[src/rtl/delay_scheduler.sv]
// Shared programmable delay channel: latches per-requester triggers, grants them
// round-robin onto one down-counter, and spaces consecutive delays by a guard gap.

module delay_pending_cell (
    input  logic clk,
    input  logic reset_n,
    input  logic req,
    input  logic clear,
    output logic pending,
    output logic hit
);
    always_ff @(posedge clk or negedge reset_n) begin
        if (!reset_n) pending <= 1'b0;
        else          pending <= req | (pending & ~clear);
    end

    // A repeat request on an already-pending, not-being-granted slot merges.
    assign hit = req & pending & ~clear;
endmodule

module delay_scheduler #(
    parameter int NREQ  = 4,
    parameter int IDW   = 2,
    parameter int CW    = 16,
    parameter int GUARD = 2
) (
    input  logic            clk,
    input  logic            reset_n,
    input  logic [NREQ-1:0] req,
    input  logic [CW-1:0]   delay_cycles,
    output logic [NREQ-1:0] pending,
    output logic            busy,
    output logic            start,
    output logic [IDW-1:0]  grant_id,
    output logic            done,
    output logic [IDW-1:0]  done_id,
    output logic            overrun
);
    typedef enum logic [1:0] {S_IDLE, S_COUNT, S_GUARD} state_t;

    localparam logic [CW-1:0]  GLOAD     = (GUARD > 0) ? CW'(GUARD - 1) : '0;
    localparam logic [IDW-1:0] LAST_INIT = IDW'(NREQ - 1);

    state_t          state, state_nxt;
    logic [IDW-1:0]  last, winner;
    logic            found, grant;
    logic [NREQ-1:0] clear, hit;
    logic [CW-1:0]   cnt, gcnt;

    for (genvar i = 0; i < NREQ; i++) begin : g_req
        delay_pending_cell u_cell (
            .clk     (clk),
            .reset_n (reset_n),
            .req     (req[i]),
            .clear   (clear[i]),
            .pending (pending[i]),
            .hit     (hit[i])
        );
    end

    // Round-robin: first pending index after the last winner, wrapping at NREQ.
    always_comb begin
        int j;
        j      = 0;
        winner = '0;
        found  = 1'b0;
        for (int k = 1; k <= NREQ; k++) begin
            j = int'(last) + k;
            if (j >= NREQ) j = j - NREQ;
            if (!found && pending[j]) begin
                found  = 1'b1;
                winner = IDW'(j);
            end
        end
    end

    assign grant = (state == S_IDLE) && found;
    assign busy  = (state != S_IDLE);

    always_comb begin
        clear = '0;
        if (grant) clear[winner] = 1'b1;
    end

    always_ff @(posedge clk or negedge reset_n) begin
        if (!reset_n) state <= S_IDLE;
        else          state <= state_nxt;
    end

    always_comb begin
        state_nxt = state;
        case (state)
            S_IDLE:  if (grant) state_nxt = S_COUNT;
            S_COUNT: if (cnt == '0) state_nxt = (GUARD > 0) ? S_GUARD : S_IDLE;
            S_GUARD: if (gcnt == '0) state_nxt = S_IDLE;
            default: state_nxt = S_IDLE;
        endcase
    end

    always_ff @(posedge clk or negedge reset_n) begin
        if (!reset_n) begin
            cnt      <= '0;
            gcnt     <= '0;
            last     <= LAST_INIT;
            grant_id <= '0;
            done_id  <= '0;
            start    <= 1'b0;
            done     <= 1'b0;
            overrun  <= 1'b0;
        end else begin
            start   <= grant;
            done    <= (state == S_COUNT) && (cnt == '0);
            overrun <= |hit;
            if (grant) begin
                grant_id <= winner;
                last     <= winner;
                // A zero-length request behaves exactly like a one-cycle delay.
                cnt      <= (delay_cycles == '0) ? '0 : delay_cycles - CW'(1);
            end
            if (state == S_COUNT) begin
                if (cnt != '0) begin
                    cnt <= cnt - CW'(1);
                end else begin
                    done_id <= grant_id;
                    gcnt    <= GLOAD;
                end
            end
            if (state == S_GUARD && gcnt != '0) gcnt <= gcnt - CW'(1);
        end
    end
endmodule

[config.mk]
export PLATFORM = sky130hd
export DESIGN_NAME = delay_scheduler
export DESIGN_NICKNAME = d
export VERILOG_FILES = /design/src/rtl/delay_scheduler.sv
export SDC_FILE = /design/constraint.sdc
export NUM_CORES = 1
export LEC_CHECK = 0
export ABC_CLOCK_PERIOD_IN_PS = 2700
export BUFFER_PORTS_ARGS = -buffer_cell sky130_fd_sc_hd__buf_2
export CORE_ASPECT_RATIO = 0.8
export CORE_MARGIN = 3
export CORE_UTILIZATION = 25
export CTS_BUF_LIST = sky130_fd_sc_hd__clkbuf_4
export CTS_CLUSTER_SIZE = 25
export DETAILED_ROUTE_END_ITERATION = 10
export PLACE_DENSITY = 0.44
export SYNTH_ARGS = -nofsm -noshare
export SYNTH_HDL_FRONTEND = slang
export SYNTH_HIERARCHICAL = 1
export SYNTH_SLANG_ARGS = --single-unit
[constraint.sdc]
create_clock -name clk -period 2.7 [get_ports clk]
set_input_delay 0.27 -clock clk [delete_from_list [all_inputs] [get_ports clk]]
set_output_delay 0.27 -clock clk [all_outputs]
set_load 0.005 [all_outputs]
==> summary.md, run 1 <==
### Clock network
- **count of hold buffers inserted by post-cts repair** 1
- **Clock transition at path regs** 0.15 ns
- **root buffer cell** clkbuf_4
- **total CTS buffers** 5
- **Gates resized, CTS repair** 0
- **clock tree from TritonCTS** yes
- **post-CTS setup buffer count** 0
- **# clock sinks** 47
- **Clock Latency Late Sink** 0.36 ns
- **number of H-tree branching levels** 2
- **clock tree buffer depth** 2

### Layout
- **antenna cell count** 0
- **most frequent standard cell in the layout excluding fill and tap cells** dfrtp_1
- **final cell area excluding filler cells** 3330 µm²
- **layout cell share with drive strength beyond 1** 19.9%
- **net count reported at finish** 378
- **most used cells in the layout excluding fill and tap cells** 45 x dfrtp_1, 33 x buf_2, 30 x nand2_1
- **layout overhead on the synthesized area** 16.3%
- **Filler cells** 1176

### Yosys
- **net count after synthesis** 336
- **post-synthesis register bit count** 47
- **post-synthesis instance total** 309
- **cell accounting for the most synthesized area** dfrtp_1
- **post-synth top area share** 39.4%
- **total of warnings raised by yosys** 6
- **share of flip-flops with an asynchronous set or reset** 100%
- **synthesized area** 2860 µm²
- **portion of the post-synthesis area used by sequential elements** 41.2%
- **number of enable flip-flop cells after synthesis** 0
- **number of distinct library cells after synthesis** 61
- **Area contributors post-synth** dfrtp_1 39%, nand2_1 3.9%, nor2_1 3.1%
- **most frequently used flop master after synthesis** dfrtp_1
- **mean instance size in the synthesized netlist** 9.26 µm²

### Worst setup path
- **CP Class** reg2reg
- **number of buffer and inverter stages on the critical path** 1
- **type of element capturing the critical path** flip-flop
- **CP max stage cell** o311ai_0
- **Startpoint Class** flip-flop
- **CP delay by family, top** simple AND/OR/NAND/NOR gates
- **worst reg2reg path startpoint** g_req[1].u_cell/pending$_DFF_PN0_
- **worst endpoint data arrival time** 2.59 ns
- **required time of the worst setup path** 2.95 ns
- **max incr delay on CP** 0.67 ns
- **setup slack of the worst register-to-register path** 0.36 ns
- **number of cells on the worst reg-to-reg path** 6
- **worst reg2reg endpoint** overrun$_DFF_PN0_
- **biggest fanout along the worst timing path** 7
- **critical-path cell list** nor2_1, o311ai_0, nor3b_1, inv_1, and3_1, or4_1

### Die
- **Placement Rows** 34
- **boundary pin count** 34
- **die outline height** 102 µm
- **core area** 11000 µm²
- **Die ar.** 12800 µm²
- **width of the chip** 126 µm
- **initial core utilization** 26.0%

### Pwr
- **switching share of total power** 34.9%
- **internal portion of total power** 1.28 mW
- **sequential share of power** 52.0%
- **standby leakage power** 1.37 nW
- **portion of total power attributed to combinational logic** 26.5%
- **switching component of the power** 687 µW
- **ratio of total power to cell area** 592 nW/µm²
- **Max VDD drop** 0.283 mV
- **Clock power frac** 21.5%

### STA
- **slew at the pin closest to its max-slew limit** 0.789 ns
- **count of final max-slew check failures** 0
- **Final min period** 2.34 ns
- **number of hold violations in the final report** 0
- **maximum clock frequency** 428 MHz
- **post-route worst setup slack** 0.364 ns
- **slew margin rel.** 46.8%
- **clock tree skew after final layout** 0.0247 ns
- **Total Negative Setup Slacks** 0 ns
- **setup repair after global routing missed its margin** false
- **final period utilization** 86.5%
- **count of final setup violators** 0

### Routing
- **total number of vias** 2404
- **number of DRC markers after the initial detailed-route iteration** 137
- **post-route ant nets** 0
- **number of iterations in the first detailed-routing pass** 4
- **routed wirelength normalized by instance count** 13.9 µm
- **Post-route DRC** 0
- **sum of routed wire length over all layers** 6890 µm
- **routed via count divided by cell count** 4.85

### GRT
- **global-route wire length before repair** 11600 µm
- **initial antenna violation count** 0
- **pin count of the biggest net entering global routing** 27
- **sum of overflow across all layers after global routing** 0
- **Global Route Usage Sum** 11.2%
- **number of global-route vias before repair** 2284

### Place
- **total of buffers placed on input and output ports** 33
- **dpl ws** 0.368 ns
- **Placer Congestion** 0.794
- **cell area after placement** 3240 µm²
- **estimated wirelength of the detail-placed design** 5210 µm

### Run status
- **run status** completed

### Hold path
- **WHS Path Cells** 2
- **type of the tightest min-delay check** in2reg
- **WHS Endpoint** g_req[2].u_cell/pending$_DFF_PN0_
- **worst hold start** req[2]

### Run
- **# Max-Cap Violations** 0

flip-flops by register name, summed over array words and instances, names as in the netlist:
register              cells
cnt                      16
done                      1
done_id                   2
g_req.u_cell/pending      4
gcnt                     16
grant_id                  2
last                      2
overrun                   1
start                     1
state                     2
logic make-up (layout without fill, tap and decap cells):
logic type | after synthesis | after routing | synth area share, %
buf+inv | 26 | 69 | 3.93
mux | 8 | 8 | 3.02
xor+xnor | 9 | 9 | 2.75
simple gates | 145 | 145 | 28.9
compound gates | 69 | 69 | 18.0
fa+ha+maj | 5 | 5 | 2.19
flops | 47 | 47 | 41.2
layout make-up:
cell class | instances | area (µm²) | share of cell area (%)
repair buffers | 46 | 265 | 7.97
multi-input cells | 236 | 1570 | 47.2
well taps | 144 | 180 | 5.42
clock buffers | 5 | 37.5 | 1.13
clock inverters | 3 | 38.8 | 1.17
flip-flops and latches | 47 | 1180 | 35.4
inverters | 15 | 56.3 | 1.69
synth_stat cells (all sizes together) (4+ instances only):
master  instances
o311ai          8
o22ai           5
nor2b           4
and3            7
nand3          17
nor2           24
xnor2           4
inv            15
buf             9
nand2          31
nand2b          4
o21ai          12
o41ai           4
nor3b           6
nand4           4
or4             8
o211ai          9
nor4            6
o31ai           4
or3             7
xor2            5
nor3           17
mux2i           6
ha              5
a21o            7
a21oi           7
dfrtp          45
metal layers:
layer	track usage (%)	share of wire [%]	vias up
met5	0	0	-
met4	2.75	0.87	0
met3	2.37	3.7	4
met2	16.5	42	36
met1	16.6	54	1127
li1	-	-	1237
through the flow:
stage,total power [mW],cells,hold WS [ns],utilization [%]
2_1_floorplan,1.38,309,-0.0256,-
3_3_place_gp,1.56,487,0.289,29.4
3_5_place_dp,1.56,487,0.297,29.4
4_1_cts,1.99,496,0.0716,30.2
5_1_grt,2.12,496,0.0587,30.2
6_report,1.97,496,0.0864,30.2
power groups by stage:
stage	clock network, mW	logic, mW	registers (mW)
floorplan	0	0.403	0.975
global placement	0	0.528	1.04
detailed placement	0	0.526	1.03
CTS	0.443	0.530	1.02
global route	0.475	0.598	1.05
finish	0.423	0.522	1.03
worst reg2reg max path, delay by kind of cell (launching register included):
kind            cells  cell delay (ns)
buf+inv             1             0.08
flops               1             0.46
simple gates        4             1.03
compound gates      1             0.67
worst max-delay path by stage:
stage                                           start           endpoint  depth (start not counted)
floorplan                        state[1]$_DFFE_PN0P_  overrun$_DFF_PN0_                          9
global placement    g_req[1].u_cell/pending$_DFF_PN0_  overrun$_DFF_PN0_                          6
detailed placement  g_req[1].u_cell/pending$_DFF_PN0_  overrun$_DFF_PN0_                          6
CTS                 g_req[1].u_cell/pending$_DFF_PN0_  overrun$_DFF_PN0_                          6
global route        g_req[1].u_cell/pending$_DFF_PN0_  overrun$_DFF_PN0_                          6
finish              g_req[1].u_cell/pending$_DFF_PN0_  overrun$_DFF_PN0_                          6
No activity file was read; power rests on OpenSTA's default activity.
==> run 2, diff against run 1 <==
--- a/config.mk
+++ b/config.mk
@@ -9,11 +9,13 @@
 export BUFFER_PORTS_ARGS = -buffer_cell sky130_fd_sc_hd__buf_2
 export CORE_ASPECT_RATIO = 0.8
 export CORE_MARGIN = 3
-export CORE_UTILIZATION = 25
+export CORE_UTILIZATION = 60
 export CTS_BUF_LIST = sky130_fd_sc_hd__clkbuf_4
 export CTS_CLUSTER_SIZE = 25
 export DETAILED_ROUTE_END_ITERATION = 10
-export PLACE_DENSITY = 0.44
+export PLACE_DENSITY = 0.85
+export RECOVER_POWER = 50
+export SLEW_MARGIN = 20
 export SYNTH_ARGS = -nofsm -noshare
 export SYNTH_HDL_FRONTEND = slang
 export SYNTH_HIERARCHICAL = 1
==> summary.md, run 2 (synthesis results as in run 1) <==
### Run status
- **run status** completed, unchanged

### Clock network
- **total CTS buffers** 5, unchanged
- **# clock sinks** 47, unchanged
- **post-CTS setup buffer count** 0, unchanged
- **Clock Latency Late Sink** 0.38 ns, was 0.36 ns
- **root buffer cell** clkbuf_4, unchanged
- **Clock transition at path regs** 0.15 ns, about the same
- **clock tree buffer depth** 2, unchanged
- **clock tree from TritonCTS** yes, unchanged
- **number of H-tree branching levels** 2, unchanged

### Die
- **core area** 4390 µm², was 11000 µm²
- **Die ar.** 5640 µm², was 12800 µm²
- **initial core utilization** 65.2%, was 26.0%
- **die outline height** 67.8 µm, was 102 µm
- **boundary pin count** 34, unchanged
- **width of the chip** 83.2 µm, was 126 µm
- **Placement Rows** 21, was 34

### Layout
- **most used cells in the layout excluding fill and tap cells** 45 x dfrtp_1, 30 x nand2_1, 29 x buf_2, was 45 x dfrtp_1, 33 x buf_2, 30 x nand2_1
- **antenna cell count** 0, unchanged
- **most frequent standard cell in the layout excluding fill and tap cells** dfrtp_1, unchanged
- **largest registers** cnt (16), gcnt (16), g_req.u_cell/pending (4), unchanged
- **layout overhead on the synthesized area** 10.9%, was 16.3%
- **net count reported at finish** 375, was 378
- **layout cell share with drive strength beyond 1** 18.6%, was 19.9%
- **final cell area excluding filler cells** 3170 µm², was 3330 µm²

### Worst setup path
- **Crit path depth** 5, was 6
- **required time of the worst setup path** 2.95 ns, about the same
- **biggest fanout along the worst timing path** 7, unchanged
- **CP Class** reg2reg, unchanged
- **Startpoint Class** flip-flop, unchanged
- **worst reg2reg endpoint** overrun$_DFF_PN0_, unchanged
- **launching element of the worst setup path** g_req[0].u_cell/pending$_DFF_PN0_, was g_req[1].u_cell/pending$_DFF_PN0_
- **worst reg2reg path startpoint** g_req[0].u_cell/pending$_DFF_PN0_, was g_req[1].u_cell/pending$_DFF_PN0_
- **termination of the worst setup path** overrun$_DFF_PN0_, unchanged
- **number of cells on the worst reg-to-reg path** 5, was 6
- **critical-path cell list** o311ai_0, nor3b_1, inv_1, and3_1, or4_1, was nor2_1, o311ai_0, nor3b_1, inv_1, and3_1, or4_1
- **worst endpoint data arrival time** 2.61 ns, was 2.59 ns
- **number of buffer and inverter stages on the critical path** 1, unchanged
- **type of element capturing the critical path** flip-flop, unchanged
- **setup slack of the worst register-to-register path** 0.34 ns, was 0.36 ns
- **max incr delay on CP** 0.75 ns, was 0.67 ns
- **CP delay by family, top** simple AND/OR/NAND/NOR gates, unchanged
- **CP max stage cell** o311ai_0, unchanged

### Routing
- **routed wirelength normalized by instance count** 16.1 µm, was 13.9 µm
- **Post-route DRC** 0, unchanged
- **number of DRC markers after the initial detailed-route iteration** 265, was 137
- **number of iterations in the first detailed-routing pass** 5, was 4
- **total number of vias** 2590, was 2404
- **post-route ant nets** 0, unchanged
- **routed via count divided by cell count** 6.38, was 4.85
- **sum of routed wire length over all layers** 6530 µm, was 6890 µm

### GRT
- **sum of overflow across all layers after global routing** 0, unchanged
- **global-route wire length before repair** 11000 µm, was 11600 µm
- **pin count of the biggest net entering global routing** 48, was 27
- **number of global-route vias before repair** 2398, was 2284
- **initial antenna violation count** 0, unchanged
- **Global Route Usage Sum** 24.6%, was 11.2%

### Run
- **# Max-Cap Violations** 0, unchanged

### Pwr
- **standby leakage power** 1.34 nW, was 1.37 nW
- **ratio of total power to cell area** 597 nW/µm², was 592 nW/µm²
- **post-layout total power** 1.90 mW, was 1.97 mW
- **Max VDD drop** 0.416 mV, was 0.283 mV

### STA
- **final period utilization** 87.4%, was 86.5%
- **setup repair after global routing missed its margin** false, unchanged
- **number of hold violations in the final report** 0, unchanged
- **count of final setup violators** 0, unchanged
- **count of final max-slew check failures** 0, unchanged
- **slew at the pin closest to its max-slew limit** 1.15 ns, was 0.789 ns
- **Total Negative Setup Slacks** 0 ns, unchanged
- **Fin Hold WS** 0.0822 ns, was 0.0864 ns
- **clock tree skew after final layout** 0.0213 ns, was 0.0247 ns
- **slew margin rel.** 23.6%, was 46.8%
- **Final min period** 2.36 ns, was 2.34 ns
- **maximum clock frequency** 424 MHz, was 428 MHz
- **post-route worst setup slack** 0.341 ns, was 0.364 ns

### Place
- **estimated wirelength of the detail-placed design** 4750 µm, was 5210 µm
- **total of buffers placed on input and output ports** 33, unchanged
- **cell area after placement** 3110 µm², was 3240 µm²
- **Placer Congestion** 0.855, was 0.794
- **dpl ws** 0.393 ns, was 0.368 ns

### Hold path
- **worst hold start** req[0], was req[2]
- **type of the tightest min-delay check** in2reg, unchanged

## run 2: cell count changes in the layout (fill, tap and decap cells not counted), sizes merged
cell / delta
buf: -7
clkbuf: +5
bufinv: -1
clkinv: -1
clkinvlp: +1
## run 2: area by class of cell
class / instances / area (µm²)
Multi-Input combinational cell: 236 / 1570
Sequential cell: 47 / 1180
Clock buffer: 6 / 45.0
Tap cell: 57 / 71.3
Timing Repair Buffer: 43 / 239
Fill cell: 319 / 1210
Clock inverter: 2 / 12.5
Inverter: 15 / 56.3
## run 2: where the power goes
group	internal [mW]	switching (mW)	leakage, nW
logic	0.250	0.277	0.725
registers	0.841	0.185	0.583
clock network	0.111	0.232	0.0317
total	1.20	0.693	1.34
## run 2: stage by stage
| step | util (%) | cells |
|---|---|---|
| floorplan | - | 309 |
| global placement | 70.9 | 397 |
| detailed placement | 70.9 | 397 |
| CTS | 72.2 | 405 |
| global route | 72.3 | 406 |
| finish | 72.3 | 406 |
## run 2: metal layers
metal	global-route usage, %	routed length (µm)
met2	39.8	2950
met3	6.46	442
met5	0	0
met4	8.57	111
met1	32.5	3030
## run 2: what timing repair did
item | in CTS | in global routing
gates resized for setup | 0 | 0
endpoints found under the setup margin | 0 | 0
endpoints found under the hold margin | 0 | 45
hold buffers | 0 | 1
## run 2: worst min-delay path by stage
stage,to,slack (ns),cells past startpoint
2_1_floorplan,cnt[0]$_DFF_PN0_,-0.03,0
3_3_place_gp,done_id[0]$_DFFE_PN0P_,0.46,2
3_5_place_dp,done_id[1]$_DFFE_PN0P_,0.46,2
4_1_cts,g_req[0].u_cell/pending$_DFF_PN0_,0.07,2
5_1_grt,g_req[0].u_cell/pending$_DFF_PN0_,0.07,2
6_report,g_req[0].u_cell/pending$_DFF_PN0_,0.08,2
## run 2: worst reg2reg max path: stages (launching register included)
cell and delay [ns]:
dfrtp_1 0.46, o311ai_0 0.75, nor3b_1 0.26, inv_1 0.07
and3_1 0.17, or4_1 0.51
